File: src/rtl/wombat_command_initiator.sv
// Host-side initiator for the wombat UART register protocol. Serialises one register
// read/write request as cmd, addr, value (MSB first) into a uart_tx byte interface and,
// for reads, collects the REG_WIDTH-byte reply from a uart_rx byte interface.
module wombat_command_initiator #(
   parameter int unsigned           WORD_WIDTH = 8,
   parameter int unsigned           REG_WIDTH  = 4,
   parameter logic [WORD_WIDTH-1:0] READ_CMD   = 8'h72,
   parameter logic [WORD_WIDTH-1:0] WRITE_CMD  = 8'h77,
   parameter int unsigned           TIMEOUT    = 200000
) (
   input  logic                             clk,
   input  logic                             i_reset,
   input  logic                             i_req_valid,
   output logic                             o_req_ready,
   input  logic                             i_req_write,
   input  logic [WORD_WIDTH-1:0]            i_req_addr,
   input  logic [WORD_WIDTH*REG_WIDTH-1:0]  i_req_value,
   output logic [WORD_WIDTH-1:0]            o_tx_data,
   output logic                             o_tx_dv,
   input  logic                             i_tx_busy,
   input  logic [WORD_WIDTH-1:0]            i_rx_data,
   input  logic                             i_rx_dv,
   output logic                             o_done,
   output logic                             o_timeout,
   output logic [WORD_WIDTH*REG_WIDTH-1:0]  o_rsp_value
);

   localparam int unsigned ValW     = WORD_WIDTH * REG_WIDTH;
   localparam int unsigned FrameW   = WORD_WIDTH * (REG_WIDTH + 2);
   localparam int unsigned ByteCntW = $clog2(REG_WIDTH + 2) + 1;
   localparam int unsigned RxCntW   = $clog2(REG_WIDTH + 1);
   localparam int unsigned TimerW   = $clog2(TIMEOUT + 1);

   localparam logic [ByteCntW-1:0] NumBytes   = ByteCntW'(REG_WIDTH + 2);
   localparam logic [RxCntW-1:0]   LastRx     = RxCntW'(REG_WIDTH - 1);
   localparam logic [TimerW-1:0]   TimeoutVal = TimerW'(TIMEOUT);

   typedef enum logic [2:0] {
      StIdle,
      StTxByte,
      StTxGap,
      StTxWait,
      StRxWait,
      StDone
   } state_e;

   state_e              state_q, state_d;
   logic                write_q, write_d;
   logic [FrameW-1:0]   frame_q, frame_d;
   logic [ByteCntW-1:0] byte_cnt_q, byte_cnt_d;
   logic                gap_q, gap_d;
   logic [RxCntW-1:0]   rx_cnt_q, rx_cnt_d;
   logic [TimerW-1:0]   timer_q, timer_d;
   logic [ValW-1:0]     acc_q, acc_d;
   logic [ValW-1:0]     rsp_q, rsp_d;
   logic                timeout_q, timeout_d;

   logic [ValW-1:0]       req_value;
   logic [WORD_WIDTH-1:0] req_cmd;

   // Reads carry an all-zero value field on the wire.
   assign req_value   = i_req_write ? i_req_value : '0;
   assign req_cmd     = i_req_write ? WRITE_CMD : READ_CMD;
   assign o_rsp_value = rsp_q;

   // Next-state, datapath updates and strobes for the transaction sequencer.
   always_comb begin
      state_d     = state_q;
      write_d     = write_q;
      frame_d     = frame_q;
      byte_cnt_d  = byte_cnt_q;
      gap_d       = gap_q;
      rx_cnt_d    = rx_cnt_q;
      timer_d     = timer_q;
      acc_d       = acc_q;
      rsp_d       = rsp_q;
      timeout_d   = timeout_q;
      o_req_ready = 1'b0;
      o_tx_dv     = 1'b0;
      o_tx_data   = '0;
      o_done      = 1'b0;
      o_timeout   = 1'b0;

      case (state_q)
         StIdle: begin
            o_req_ready = 1'b1;
            if (i_req_valid) begin
               write_d    = i_req_write;
               frame_d    = {req_cmd, i_req_addr, req_value};
               byte_cnt_d = '0;
               timeout_d  = 1'b0;
               state_d    = StTxByte;
            end
         end
         StTxByte: begin
            o_tx_dv    = 1'b1;
            o_tx_data  = frame_q[FrameW-1 -: WORD_WIDTH];
            frame_d    = frame_q << WORD_WIDTH;
            byte_cnt_d = byte_cnt_q + 1'b1;
            gap_d      = 1'b0;
            state_d    = StTxGap;
         end
         // uart_tx raises busy a cycle or two after dv, so busy is not trusted here.
         StTxGap: begin
            if (gap_q) begin
               state_d = StTxWait;
            end else begin
               gap_d = 1'b1;
            end
         end
         StTxWait: begin
            if (!i_tx_busy) begin
               if (byte_cnt_q != NumBytes) begin
                  state_d = StTxByte;
               end else if (write_q) begin
                  state_d = StDone;
               end else begin
                  rx_cnt_d = '0;
                  timer_d  = '0;
                  acc_d    = '0;
                  state_d  = StRxWait;
               end
            end
         end
         StRxWait: begin
            if (i_rx_dv) begin
               // A byte arriving on the would-be timeout cycle takes priority.
               acc_d    = (acc_q << WORD_WIDTH) | ValW'(i_rx_data);
               rx_cnt_d = rx_cnt_q + 1'b1;
               timer_d  = '0;
               if (rx_cnt_q == LastRx) begin
                  rsp_d   = acc_d;
                  state_d = StDone;
               end
            end else begin
               if (timer_q != TimeoutVal) begin
                  timer_d = timer_q + 1'b1;
               end
               if (timer_d == TimeoutVal) begin
                  timeout_d = 1'b1;
                  state_d   = StDone;
               end
            end
         end
         StDone: begin
            o_done    = 1'b1;
            o_timeout = timeout_q;
            state_d   = StIdle;
         end
         default: state_d = StIdle;
      endcase
   end

   // State and datapath registers; reset abandons any transaction in flight.
   always_ff @(posedge clk) begin
      if (i_reset) begin
         state_q    <= StIdle;
         write_q    <= 1'b0;
         frame_q    <= '0;
         byte_cnt_q <= '0;
         gap_q      <= 1'b0;
         rx_cnt_q   <= '0;
         timer_q    <= '0;
         acc_q      <= '0;
         rsp_q      <= '0;
         timeout_q  <= 1'b0;
      end else begin
         state_q    <= state_d;
         write_q    <= write_d;
         frame_q    <= frame_d;
         byte_cnt_q <= byte_cnt_d;
         gap_q      <= gap_d;
         rx_cnt_q   <= rx_cnt_d;
         timer_q    <= timer_d;
         acc_q      <= acc_d;
         rsp_q      <= rsp_d;
         timeout_q  <= timeout_d;
      end
   end

endmodule

File: config.mk
export PLATFORM = sky130hd
export DESIGN_NAME = wombat_command_initiator
export DESIGN_NICKNAME = d
export VERILOG_FILES = /design/src/rtl/wombat_command_initiator.sv
export SDC_FILE = /design/constraint.sdc
export NUM_CORES = 1
export LEC_CHECK = 0
export CORE_ASPECT_RATIO = 0.5
export CORE_MARGIN = 2
export CORE_UTILIZATION = 50
export CTS_BUF_LIST = sky130_fd_sc_hd__clkbuf_4
export DETAILED_ROUTE_END_ITERATION = 12
export PLACE_DENSITY_LB_ADDON = 0.15
export SLEW_MARGIN = 5
export SYNTH_ARGS = -nofsm -noshare
export SYNTH_HDL_FRONTEND = slang
export SYNTH_SLANG_ARGS = --single-unit
File: constraint.sdc
create_clock -name clk -period 7.75 [get_ports clk]
set_clock_uncertainty 0.05 [all_clocks]
set_input_delay 1.55 -clock clk [delete_from_list [all_inputs] [get_ports clk]]
set_output_delay 1.55 -clock clk [all_outputs]
set_load 0.05 [all_outputs]
==> results_dict.tcl <==
set metrics [dict create \
    hold_viol 0 \
    cts_hold_buf 0 \
    synth_edf_count 0 \
    p_clk_share_pct 34.1 \
    ys_ff_latch 135 \
    grt_pass1_vias 4458 \
    timing.rr.start "state_q[1]" \
    path_clk_slew_ps 120 \
    status "finished clean" \
    setup_tns_ps 0 \
    grt_pass1_wl_mm 22.36 \
    vias_per_cell 5.707 \
    layout-drive-gt1-share_pct 6.250 \
    instances_no_fill 897 \
    first_iter_violations 523 \
    core_sq_um 11010 \
    fmax_mhz 197.2 \
    die_height_um 79.35 \
    synth_nets 742 \
    fin_nets 799 \
    syn_area_per_cell_sq_um 8.325 \
    fillerInstances 980 \
    leakage_nw 2.366 \
    drt_first_pass_iters 10 \
    max_cap_viol_count 0 \
    reg2regPathDepth 5 \
    rows 27 \
    io_pins 98 \
    hold_path_depth 2 \
    worst_pin_slew_ps 1123 \
    async_reset_ff_share_pct 0 \
    cp.required_ps 6150 \
    wl_per_cell_um 15.12 \
    synthesis.instances 682 \
    p_comb_share_pct 14.8 \
    grt_setup_unrepaired "no" \
    tritoncts "built" \
    initial_core_util_pct 51.56 \
    h-tree-depth 4 \
    die_area_sq_um 12280 \
    final_common_cell "dfxtp_1" \
    syn2layout_area_growth_pct 22.04 \
    critPathKind "reg2out" \
    seq_area_frac_synth_pct 47.60 \
    p_sw_w 0.0004294 \
    post-route-util_pct 62.92 \
    hpwl_mm 8.741 \
    min_from "timeout_q" \
    cts_resized 0 \
    p_int_w 0.001041 \
    clock_sinks 135 \
    drc 0 \
    hp-class "reg2reg" \
    grt_max_degree 84 \
    final_cell_mix "135 x dfxtp_1, 100 x nor2_1, 99 x nand2_1, 96 x clkdlybuf4s50_1, 57 x a21oi_1" \
    yosys_warnings 0 \
    finalWirelength_mm 13.57 \
    seqPwrFrac_pct 51.1 \
    cts_max_path_buffers 2 \
    setup_viol 0 \
    p_sw_share_pct 29.21 \
    overflow 0 \
    worst_setup_path_start_kind "register" \
    powerDensity_nw_per_um2 212.2 \
    synthFlopType "dfxtp_1" \
    crit_path_start "state_q[0]" \
    syn-cell-area_sq_um 5678 \
    crit_path_end_kind "primary output" \
    port_buffers 97 \
    dieWidth_um 154.7 \
    critPathMaxFanout 47 \
    period_needed_ps 5070 \
    slew_viol_final 0 \
    root_buffer "clkbuf_4" \
    endpoint "o_tx_data[7]" \
    period_share_pct 65.42 \
    drtAntennaViolNets 0 \
    ys_types 54 \
    clkLatencyLatePin_ps 530 \
    worst-endpoint-arrival_ps 3470 \
    grt_use_total_pct 22.65 \
    r2r-end "o_rsp_value[16]" \
    num_antenna_cells 0 \
    via_count 5119 \
    slew_headroom_pct 24.97 \
    cts_buffers 17 \
    place_congestion 0.8281 \
    ir_worst_vdd_uv 102.0 \
    post-place-cells 865 \
    r2r_setup_slack_ps 4820 \
    post_cts_buffers 0 \
    antenna_found_initial 0 \
]
==> stage by stage <==
stage	worst slack, ps	cell area (sq um)	hold slack (ps)	total power [W]
after global routing	2448	6929	423.5	0.001541
final	2680	6929	394.8	0.001470
after global placement	3282	6619	381.4	0.0009806
after floorplan	3960	5678	370.7	0.0009118
after detailed placement	3291	6619	385.5	0.0009834
after CTS	2671	6929	401.6	0.001481
==> cells by family after synthesis <==
| group | Yosys count | share of synthesized area, % |
|---|---|---|
| AND/OR/NAND/NOR | 288 | 23.31 |
| AO/OA/AOI/OAI | 171 | 21.53 |
| flip-flops | 135 | 47.60 |
| buffers and inverters | 75 | 5.112 |
| adder cells (fa/ha/maj) | 6 | 1.322 |
| XOR/XNOR | 5 | 0.7712 |
| multiplexers | 2 | 0.3526 |
==> flip-flops by register name, summed over array words and instances (netlist names) <==
name         flops
timeout_q        1
state_q          3
write_q          1
acc_q           24
gap_q            1
timer_q         18
rx_cnt_q         3
o_rsp_value     32
frame_q         48
byte_cnt_q       4
==> worst min path at each step <==
stage / endpoint / slack [ps]
finish: timeout_q / 390
global placement: timeout_q / 380
floorplan: timeout_q / 370
global route: o_rsp_value[26] / 420
CTS: timeout_q / 400
detailed placement: timeout_q / 390
==> routing by layer <==
metal	up-vias	global-route usage [%]	part of all wire, %
li1	2558	-	-
met1	2374	31.80	49
met2	174	33.21	43
met3	13	5.677	6.8
met4	0	9.537	1.1
met5	-	0	0
==> cell type report <==
cell class / instances / area, sq um / area share (%)
clock buffer: 18 / 135.1 / 1.950
clock inverter: 14 / 175.2 / 2.528
inverter: 11 / 41.29 / 0.5959
multi-input combinational: 472 / 2688 / 38.79
sequential: 135 / 2703 / 39.00
tap: 145 / 181.4 / 2.618
timing repair buffer: 102 / 1006 / 14.52
==> synth_stat cells, drive strengths merged (2+ instances only) <==
cell | instances | area, sq um
nand2b | 8 | 50.05
nor2b | 4 | 25.02
mux2i | 2 | 20.02
a21oi | 57 | 285.3
nor4 | 5 | 31.28
a221oi | 2 | 17.52
buf | 8 | 38.78
clkbuf | 56 | 210.2
nand4 | 7 | 43.79
or3 | 3 | 18.77
a31oi | 6 | 37.54
a21o | 2 | 15.01
nand3 | 8 | 40.04
or4 | 2 | 18.77
nor3 | 17 | 85.08
a2111oi | 3 | 51.30
and4 | 2 | 17.52
nand4b | 3 | 26.28
nor2 | 101 | 379.1
o21ai | 13 | 65.06
and3 | 7 | 43.79
a211oi | 5 | 42.54
ha | 6 | 75.07
and2 | 12 | 75.07
or4b | 2 | 20.02
or2 | 2 | 12.52
inv | 11 | 41.29
a311oi | 10 | 87.58
dfxtp | 135 | 2703
a222oi | 25 | 250.2
a22oi | 39 | 292.8
xnor2 | 4 | 35.03
nand2 | 99 | 371.6
a31o | 3 | 26.28
a41oi | 2 | 17.52
==> power groups by stage <==
stage	Sequential [W]	Clock (W)	Combinational, W
detailed placement	0.000766	0	0.000217
finish	0.000751	0.000502	0.000217
floorplan	0.000756	0	0.000156
global placement	0.000765	0	0.000215
global route	0.000756	0.000546	0.000239
CTS	0.000751	0.000513	0.000218
==> critical path: stages (launching register included) <==
cell             delay [ps]
dfxtp_1                 540
nor2b_1                 340
nand2b_1                460
inv_1                   150
buf_4                   410
and2_1                  210
clkdlybuf4s50_1         810
No activity file was read; power rests on OpenSTA's default activity.
